## src/rtl/display_pkg.sv

```systemverilog
// display_pkg: shared timing defaults, frame-size helper, controller state
// encoding and the packed layout of the vehicle status word shown on the panel.
package display_pkg;

    // Default panel timing (pixels for horizontal, lines for vertical).
    localparam int DEF_CLK_DIV    = 4;
    localparam int DEF_H_ACTIVE   = 480;
    localparam int DEF_H_FP       = 2;
    localparam int DEF_H_PULSE    = 41;
    localparam int DEF_H_BP       = 2;
    localparam int DEF_V_ACTIVE   = 272;
    localparam int DEF_V_FP       = 2;
    localparam int DEF_V_PULSE    = 10;
    localparam int DEF_V_BP       = 2;
    localparam int DEF_PWR_FRAMES = 3;

    // Width of the position counters and of disp_x / disp_y.
    localparam int CNT_W    = 10;
    localparam int STATUS_W = 29;

    // Total period of one axis: visible region, front porch, sync and back porch.
    function automatic int axis_total(input int active, input int fp,
                                      input int pulse, input int bp);
        return active + fp + pulse + bp;
    endfunction

    localparam int DEF_H_TOTAL = axis_total(DEF_H_ACTIVE, DEF_H_FP, DEF_H_PULSE, DEF_H_BP); // 525
    localparam int DEF_V_TOTAL = axis_total(DEF_V_ACTIVE, DEF_V_FP, DEF_V_PULSE, DEF_V_BP); // 286

    // Panel power sequencing states.
    typedef enum logic [1:0] {
        OFF     = 2'd0,
        PWR_ON  = 2'd1,
        RUN     = 2'd2,
        PWR_OFF = 2'd3
    } disp_state_e;

    // Status word as packed on status_in / status_q.
    typedef struct packed {
        logic [7:0] speed;           // [28:21]
        logic [7:0] car_battery;     // [20:13]
        logic [7:0] err_code;        // [12:5]
        logic       ready_to_drive;  // [4]
        logic [1:0] disp_battery;    // [3:2]
        logic [1:0] gps_status;      // [1:0]
    } status_t;

endpackage

```

## src/rtl/disp_clk_div.sv

```systemverilog
// disp_clk_div: divides clk by CLK_DIV (even, >= 2) into the panel pixel clock
// DISP_CLK and a one-clk pixel strobe pix_en. DISP_CLK is held low while
// clk_en_i is low; pix_en keeps running so the timing counters never stop.
module disp_clk_div
    import display_pkg::*;
#(
    parameter int CLK_DIV = DEF_CLK_DIV
) (
    input  logic clk,
    input  logic reset,
    input  logic clk_en_i,
    output logic pix_en,
    output logic DISP_CLK
);

    localparam int            DW       = $clog2(CLK_DIV);
    localparam logic [DW-1:0] DIV_LAST = DW'(CLK_DIV - 1);
    localparam logic [DW-1:0] DIV_HALF = DW'(CLK_DIV / 2);

    logic [DW-1:0] div_cnt_q, div_cnt_d;
    logic          pix_en_q, disp_clk_q;

    // Next divider phase: count 0..CLK_DIV-1 and wrap.
    always_comb begin
        // NOTE: every always_comb output gets a default first so no path leaves it unassigned (no latch).
        div_cnt_d = div_cnt_q + 1'b1;
        if (div_cnt_q == DIV_LAST) begin
            div_cnt_d = '0;
        end
    end

    // Phase register; both outputs are decoded from the next phase so they are
    // flop outputs that always match the current div_cnt exactly.
    always_ff @(posedge clk) begin
        // NOTE: state is updated with non-blocking assignments so every flop samples pre-edge values.
        if (reset) begin
            div_cnt_q  <= '0;
            pix_en_q   <= 1'b0;
            disp_clk_q <= 1'b0;
        end else begin
            div_cnt_q  <= div_cnt_d;
            pix_en_q   <= (div_cnt_d == DIV_LAST);
            disp_clk_q <= clk_en_i && (div_cnt_d >= DIV_HALF);
        end
    end

    assign pix_en   = pix_en_q;
    assign DISP_CLK = disp_clk_q;

endmodule

```

## src/rtl/display_timing_ctrl.sv

```systemverilog
// display_timing_ctrl: RGB panel timing generator with power sequencing.
// Free-running h/v counters produce sync, data enable and pixel position; a
// four-state controller walks the panel through PWR_ON and PWR_OFF blank
// frames and only ever changes state at a frame boundary (except an enable
// drop during PWR_ON, which aborts straight to PWR_OFF).
// Optional build macro DISP_STATUS_SHADOW_EN: when defined, status_q is a
// snapshot of status_in taken once per frame; otherwise it is a pass-through.
module display_timing_ctrl
    import display_pkg::*;
#(
    parameter int CLK_DIV    = DEF_CLK_DIV,
    parameter int H_ACTIVE   = DEF_H_ACTIVE,
    parameter int H_FP       = DEF_H_FP,
    parameter int H_PULSE    = DEF_H_PULSE,
    parameter int H_BP       = DEF_H_BP,
    parameter int V_ACTIVE   = DEF_V_ACTIVE,
    parameter int V_FP       = DEF_V_FP,
    parameter int V_PULSE    = DEF_V_PULSE,
    parameter int V_BP       = DEF_V_BP,
    parameter int PWR_FRAMES = DEF_PWR_FRAMES
) (
    input  logic             clk,
    input  logic             reset,
    input  logic             enable,
    input  status_t          status_in,
    output logic             DISP_CLK,
    output logic             pix_en,
    output logic             HSYNC,
    output logic             VSYNC,
    output logic             DEN,
    output logic             DISP_EN,
    output logic [CNT_W-1:0] disp_x,
    output logic [CNT_W-1:0] disp_y,
    output logic             frame_start,
    output status_t          status_q
);

    localparam int H_TOTAL = axis_total(H_ACTIVE, H_FP, H_PULSE, H_BP);
    localparam int V_TOTAL = axis_total(V_ACTIVE, V_FP, V_PULSE, V_BP);

    localparam logic [CNT_W-1:0] H_LAST   = CNT_W'(H_TOTAL - 1);
    localparam logic [CNT_W-1:0] V_LAST   = CNT_W'(V_TOTAL - 1);
    localparam logic [CNT_W-1:0] H_VIS    = CNT_W'(H_ACTIVE);
    localparam logic [CNT_W-1:0] V_VIS    = CNT_W'(V_ACTIVE);
    localparam logic [CNT_W-1:0] HS_START = CNT_W'(H_ACTIVE + H_FP);
    localparam logic [CNT_W-1:0] HS_END   = CNT_W'(H_ACTIVE + H_FP + H_PULSE);
    localparam logic [CNT_W-1:0] VS_START = CNT_W'(V_ACTIVE + V_FP);
    localparam logic [CNT_W-1:0] VS_END   = CNT_W'(V_ACTIVE + V_FP + V_PULSE);

    localparam int            FW       = (PWR_FRAMES > 1) ? $clog2(PWR_FRAMES) : 1;
    localparam logic [FW-1:0] FRM_LAST = FW'(PWR_FRAMES - 1);

    disp_state_e      state_q;
    logic [FW-1:0]    frm_cnt_q;
    logic [CNT_W-1:0] h_cnt_q, h_cnt_d;
    logic [CNT_W-1:0] v_cnt_q, v_cnt_d;
    logic             h_last, v_last;
    logic             frame_tick;
    logic             in_active, in_hsync, in_vsync;

    logic [CNT_W-1:0] disp_x_q, disp_y_q;
    logic             hsync_q, vsync_q, den_q, disp_en_q;
    logic             fs_pend_q, frame_start_q;

    // Pixel clock and pixel strobe; the panel clock only toggles while powered.
    disp_clk_div #(
        .CLK_DIV (CLK_DIV)
    ) u_clk_div (
        .clk      (clk),
        .reset    (reset),
        .clk_en_i (state_q != OFF),
        .pix_en   (pix_en),
        .DISP_CLK (DISP_CLK)
    );

    // Next counter values and the frame-wrap event (last pixel of last line).
    always_comb begin
        h_last     = (h_cnt_q == H_LAST);
        v_last     = (v_cnt_q == V_LAST);
        frame_tick = pix_en && h_last && v_last;
        h_cnt_d    = h_cnt_q;
        v_cnt_d    = v_cnt_q;
        if (pix_en) begin
            if (h_last) begin
                h_cnt_d = '0;
                v_cnt_d = v_last ? '0 : v_cnt_q + 1'b1;
            end else begin
                h_cnt_d = h_cnt_q + 1'b1;
            end
        end
    end

    // Position decode of the current counters, consumed by the output stage.
    always_comb begin
        in_active = (h_cnt_q < H_VIS) && (v_cnt_q < V_VIS);
        in_hsync  = (h_cnt_q >= HS_START) && (h_cnt_q < HS_END);
        in_vsync  = (v_cnt_q >= VS_START) && (v_cnt_q < VS_END);
    end

    // Horizontal and vertical position counters; they run in every state.
    always_ff @(posedge clk) begin
        if (reset) begin
            h_cnt_q <= '0;
            v_cnt_q <= '0;
        end else begin
            h_cnt_q <= h_cnt_d;
            v_cnt_q <= v_cnt_d;
        end
    end

    // Power sequencer: transitions land on the counter wrap to (0,0), so a
    // frame is never cut short; only an enable drop in PWR_ON acts at once.
    always_ff @(posedge clk) begin
        if (reset) begin
            state_q   <= OFF;
            frm_cnt_q <= '0;
        end else begin
            case (state_q)
                OFF: begin
                    if (frame_tick && enable) begin
                        state_q   <= PWR_ON;
                        frm_cnt_q <= '0;
                    end
                end
                PWR_ON: begin
                    if (!enable) begin
                        state_q   <= PWR_OFF;
                        frm_cnt_q <= '0;
                    end else if (frame_tick) begin
                        if (frm_cnt_q == FRM_LAST) begin
                            state_q   <= RUN;
                            frm_cnt_q <= '0;
                        end else begin
                            frm_cnt_q <= frm_cnt_q + 1'b1;
                        end
                    end
                end
                RUN: begin
                    if (frame_tick && !enable) begin
                        state_q   <= PWR_OFF;
                        frm_cnt_q <= '0;
                    end
                end
                PWR_OFF: begin
                    // enable is deliberately not looked at until OFF is reached.
                    if (frame_tick) begin
                        if (frm_cnt_q == FRM_LAST) begin
                            state_q   <= OFF;
                            frm_cnt_q <= '0;
                        end else begin
                            frm_cnt_q <= frm_cnt_q + 1'b1;
                        end
                    end
                end
                default: begin
                    state_q   <= OFF;
                    frm_cnt_q <= '0;
                end
            endcase
        end
    end

    // Output stage: every panel-facing signal is registered one clk behind the
    // counters and state, so position, syncs, DEN, DISP_EN and frame_start
    // all describe the same pixel. frame_start goes through fs_pend_q so it
    // lines up with disp_x/disp_y showing the origin.
    always_ff @(posedge clk) begin
        if (reset) begin
            disp_x_q      <= '0;
            disp_y_q      <= '0;
            hsync_q       <= 1'b1;
            vsync_q       <= 1'b1;
            den_q         <= 1'b0;
            disp_en_q     <= 1'b0;
            fs_pend_q     <= 1'b0;
            frame_start_q <= 1'b0;
        end else begin
            disp_x_q      <= in_active ? h_cnt_q : '0;
            disp_y_q      <= in_active ? v_cnt_q : '0;
            hsync_q       <= (state_q == OFF) || !in_hsync;
            vsync_q       <= (state_q == OFF) || !in_vsync;
            den_q         <= in_active && (state_q == RUN);
            disp_en_q     <= (state_q != OFF);
            fs_pend_q     <= frame_tick;
            frame_start_q <= fs_pend_q;
        end
    end

    assign disp_x      = disp_x_q;
    assign disp_y      = disp_y_q;
    assign HSYNC       = hsync_q;
    assign VSYNC       = vsync_q;
    assign DEN         = den_q;
    assign DISP_EN     = disp_en_q;
    assign frame_start = frame_start_q;

`ifdef DISP_STATUS_SHADOW_EN
    status_t status_snap_q;

    // Status snapshot taken on the frame_start clk so a frame never shows a
    // mix of old and new status fields.
    always_ff @(posedge clk) begin
        if (reset) begin
            status_snap_q <= '0;
        end else if (fs_pend_q) begin
            status_snap_q <= status_in;
        end
    end

    assign status_q = status_snap_q;
`else
    assign status_q = status_in;
`endif

endmodule

```

## config.mk

```make
export PLATFORM = sky130hd
export DESIGN_NAME = display_timing_ctrl
export DESIGN_NICKNAME = d
export VERILOG_FILES = /design/src/rtl/display_pkg.sv /design/src/rtl/disp_clk_div.sv /design/src/rtl/display_timing_ctrl.sv
export SDC_FILE = /design/constraint.sdc
export NUM_CORES = 1
export LEC_CHECK = 0
export BUFFER_PORTS_ARGS = -buffer_cell sky130_fd_sc_hd__buf_2
export CAP_MARGIN = 0
export CORE_ASPECT_RATIO = 1.5
export CORE_MARGIN = 3
export CORE_UTILIZATION = 44
export CTS_CLUSTER_DIAMETER = 80
export DETAILED_ROUTE_END_ITERATION = 10
export PLACE_DENSITY_LB_ADDON = 0.15
export SLEW_MARGIN = 20
export SYNTH_ARGS = -nofsm -noshare
export SYNTH_HDL_FRONTEND = slang
export SYNTH_SLANG_ARGS = --single-unit
```

## constraint.sdc

```tcl
create_clock -name clk -period 2.3 [get_ports clk]
set_clock_uncertainty 0.15 [all_clocks]
set_input_delay 0.345 -clock clk [delete_from_list [all_inputs] [get_ports clk]]
set_output_delay 0.345 -clock clk [all_outputs]
set_load 0.005 [all_outputs]
```

==> results by group <==
Layout
  • Final net count: roughly 300
  • N_diodes: 0
  • Proportion of layout cells with a drive suffix above 1: about a quarter
  • Area delta synth->final: 9.06%

Floorplan
  • DIE AREA: a little over 0.006 mm^2
  • Initial Util: ~47%
  • IO Pins: 88
  • Row cnt: 31
  • Die W: 65.5 um
  • Core region area: ~0.0050 mm^2
  • Die H: roughly 95 um

Worst setup path
  • Worst Path Required: roughly 2.4 ns
  • Crit-path max FO: 4
  • CP Data Arrival Time: approximately 2.3 ns
  • Largest incremental delay on the critical path: approximately 0.55 ns
  • Reg2Reg Launch Point: h_cnt_q[6]
  • Worst R2R Path Depth: 5
  • Top cell by count, worst path: or4_4
  • Critical path endpoint category: flip-flop
  • Setup CP Type: flip-flop to flip-flop
  • Crit path max-delay family: simple AND/OR/NAND/NOR gates
  • Worst path cell trace: or4_4 > nor4b_4 > a31oi_2 > or4_4 > o31ai_2
  • RR Endpoint: state_q[0]
  • CP Launch Type: flip-flop
  • FF-to-FF setup slack: around 0.045 ns
  • Crit-path slowest cell: or4_4
  • Buf/Inv on CP: 0

Synth
  • Synth async-reset ratio: 0%
  • Top cells by area, synth: dfxtp_1 (46%), buf_4 (9.3%), ha_1 (5.4%), xor2_1 (5.3%), and2_1 (4.8%)
  • Simple-gate area share of the yosys netlist: a little under a quarter
  • Complex-gate fraction of the synthesized area: between 4 and 5%
  • Ys Warns: 0
  • Post-Syn Instances: around 240
  • Xor and xnor fraction of the mapped netlist area: 6.76%
  • Avg Cell Area, Syn: slightly below 10 um^2
  • Multiplexer area fraction after synthesis: 1.29%
  • Primary FF master, synth: dfxtp_1
  • Adder-Cell Fraction of Synth Area: approximately 5.4%
  • Sequential fraction of the synthesis area: a little under half
  • Largest family of logic cells by synthesized area: simple AND/OR/NAND/NOR gates
  • Share of Yosys cell area claimed by the top area cell type: between 40% and 50%
  • Yosys reg bits: 54
  • Cell area after synthesis: 0.00233 mm^2
  • Area leader, netlist: dfxtp_1
  • Cell variety after synth: 40
  • EDFF count, synth: 0

STA
  • Slew Viols, Final: 0
  • Setup TNS: 0 ns
  • Final hold vios: 0
  • Final min period: roughly 2.3 ns
  • FMAX: between 400 and 500 MHz
  • RSZ-0062 raised after global routing: yes
  • Finish-stage setup viols: 0
  • Setup slack after layout: 0.0455 ns
  • Tcrit/Tclk final: a little over nine tenths

Clock tree
  • Root Buffer: clkbuf_8
  • CTS tree: yes
  • Htree depth: 2
  • Sink Count: between 50 and 60
  • Worst-Skew Late Latency: about 0.3 ns
  • CTS hold repair buffers: 0
  • Clock buffer depth: 2
  • CTS Buf Count: 5
  • Clk slew on worst S/H paths: 0.09 ns

Global route
  • Total GRT Usage: approximately 14%
  • Grt ovf: 0
  • Largest net degree at the start of global routing: 18
  • Initial antenna violation count: 0
  • First-pass GRT wire length: 6.69 mm
  • Vias in the first global route: between 1000 and 1500

Routing
  • Detailed-route via count: ~1600
  • DRC viols: 0
  • Total Wirelength: just under 4 mm
  • Drt pass-1 iters: 4
  • Antenna viol nets, final: 0
  • Number of DRC markers in iteration 0: between 60 and 70
  • Drt via density: 4.82
  • Wire per inst: approximately 12 um

Placed design
  • Place WS: roughly 0.08 ns
  • Final HPWL DP: just under 3 mm
  • Gp weighted congestion: ~0.78
  • Buffers on Ports: 29

Outcome
  • Outcome: completed

Pwr
  • VDD IR max: a little over 400 uV
  • Pleak: around 0.0011 uW
  • Cell Pwr Density: 656 mW/mm^2

Min path
  • Hold path depth: 2
  • Min-delay src: reset
  • Hold EP: u_clk_div.div_cnt_q[1]
  • Hold/Removal Path Class: primary input to flip-flop

Job
  • Max-Cap Viols: 0
-- cells in the final DEF (no fill, tap or decap), types with 2 or more instances in the layout --
cell type	instances
buf_2	29
xor2_1	14
clkbuf_8	6
and2_1	18
dfxtp_1	53
mux2i_1	3
a21oi_1	2
nor2_1	30
or4_4	2
conb_1	2
a221oi_1	3
inv_1	8
nor2b_1	2
and3_1	6
xnor2_1	4
nor3_1	6
o21ai_0	5
buf_4	12
nand4_1	13
ha_1	10
nand2_1	9
-- report_power, final --
group          total [uW]  internal, uW  leakage (uW)  switching (uW)
clock                 631           348     0.0000573             283
sequential            953           946      0.000437            7.03
combinational        85.3          35.3      0.000611            50.0
-- state kept, by name, indices dropped and copies added (netlist names), 2 cells and up --
name and flops:
disp_y 10, disp_x 10, h_cnt_q 10, u_clk_div.div_cnt_q 2, v_cnt_q 10, frm_cnt_q 2, state_q 2
-- Yosys cell counts, types with 2 or more instances --
| master | instances |
|---|---|
| nand2_1 | 9 |
| buf_4 | 29 |
| o21ai_0 | 5 |
| nor2_1 | 30 |
| and3_1 | 6 |
| nor2b_1 | 2 |
| a21oi_1 | 2 |
| nor3_1 | 6 |
| clkbuf_1 | 4 |
| nand4_1 | 13 |
| o31ai_1 | 2 |
| dfxtp_1 | 54 |
| inv_1 | 8 |
| ha_1 | 10 |
| and2_1 | 18 |
| a221oi_1 | 3 |
| xor2_1 | 14 |
| mux2i_1 | 3 |
| xnor2_1 | 4 |
-- cells by family (layout without fill, tap and decap cells) --
kind of cell | after synthesis | count (layout)
other | 1 | 2
multiplexers | 3 | 3
adder cells (fa/ha/maj) | 10 | 10
AND/OR/NAND/NOR | 98 | 98
AO/OA/AOI/OAI | 16 | 16
flip-flops | 54 | 54
buffers and inverters | 43 | 56
XOR/XNOR | 18 | 18
-- routing by layer --
metal  track usage, %  vias to the layer above  share of wire, %
met4             7.61                        0               2.5
met5                0                        -                 0
met2             24.8                       38                51
met3             3.30                       15               5.0
li1                 -                      804                 -
met1             14.6                      699                42
-- worst register-to-register path: cells and delay by family (launching register included) --
family,cells,cell delay (ns)
AND/OR/NAND/NOR,3,1.45
flip-flops,1,0.36
AO/OA/AOI/OAI,2,0.23
-- cell type report --
class	count	area, um^2
Clock buffer	6	82.6
Clock inverter	1	30.0
Fill cell	505	2420
Inverter	8	30.0
Multi-Input combinational cell	147	1000
Sequential cell	54	1080
Tap cell	66	82.6
Timing Repair Buffer	41	235
-- worst max path at each step --
stage | start | slack (ns) | end | depth (start not counted)
6_report | h_cnt_q[6] | 0.05 | state_q[0] | 5
5_1_grt | h_cnt_q[6] | -0.07 | state_q[1] | 5
4_1_cts | h_cnt_q[6] | 0.07 | state_q[0] | 5
3_5_place_dp | h_cnt_q[6] | 0.08 | state_q[0] | 5
3_3_place_gp | h_cnt_q[6] | 0.12 | state_q[0] | 5
2_1_floorplan | h_cnt_q[5] | 0.16 | state_q[0] | 5
-- per-stage QoR --
step	cell area, um^2	hold slack (ns)	util, %	instances	power [uW]
after detailed placement	2400	0.275	48.3	315	1060
after floorplan	2340	0.264	-	244	1070
after global routing	2540	0.269	51.3	323	1730
final	2540	0.243	51.3	323	1670
after global placement	2400	0.277	48.3	315	1060
after CTS	2510	0.228	50.6	322	1690
-- repair_timing --
action,CTS,global route
setup endpoints to repair,0,2
setup buffers,0,1
endpoints found under the hold margin,0,0
resized for setup,0,6
Note: power is estimated with default switching activity, not from simulation.
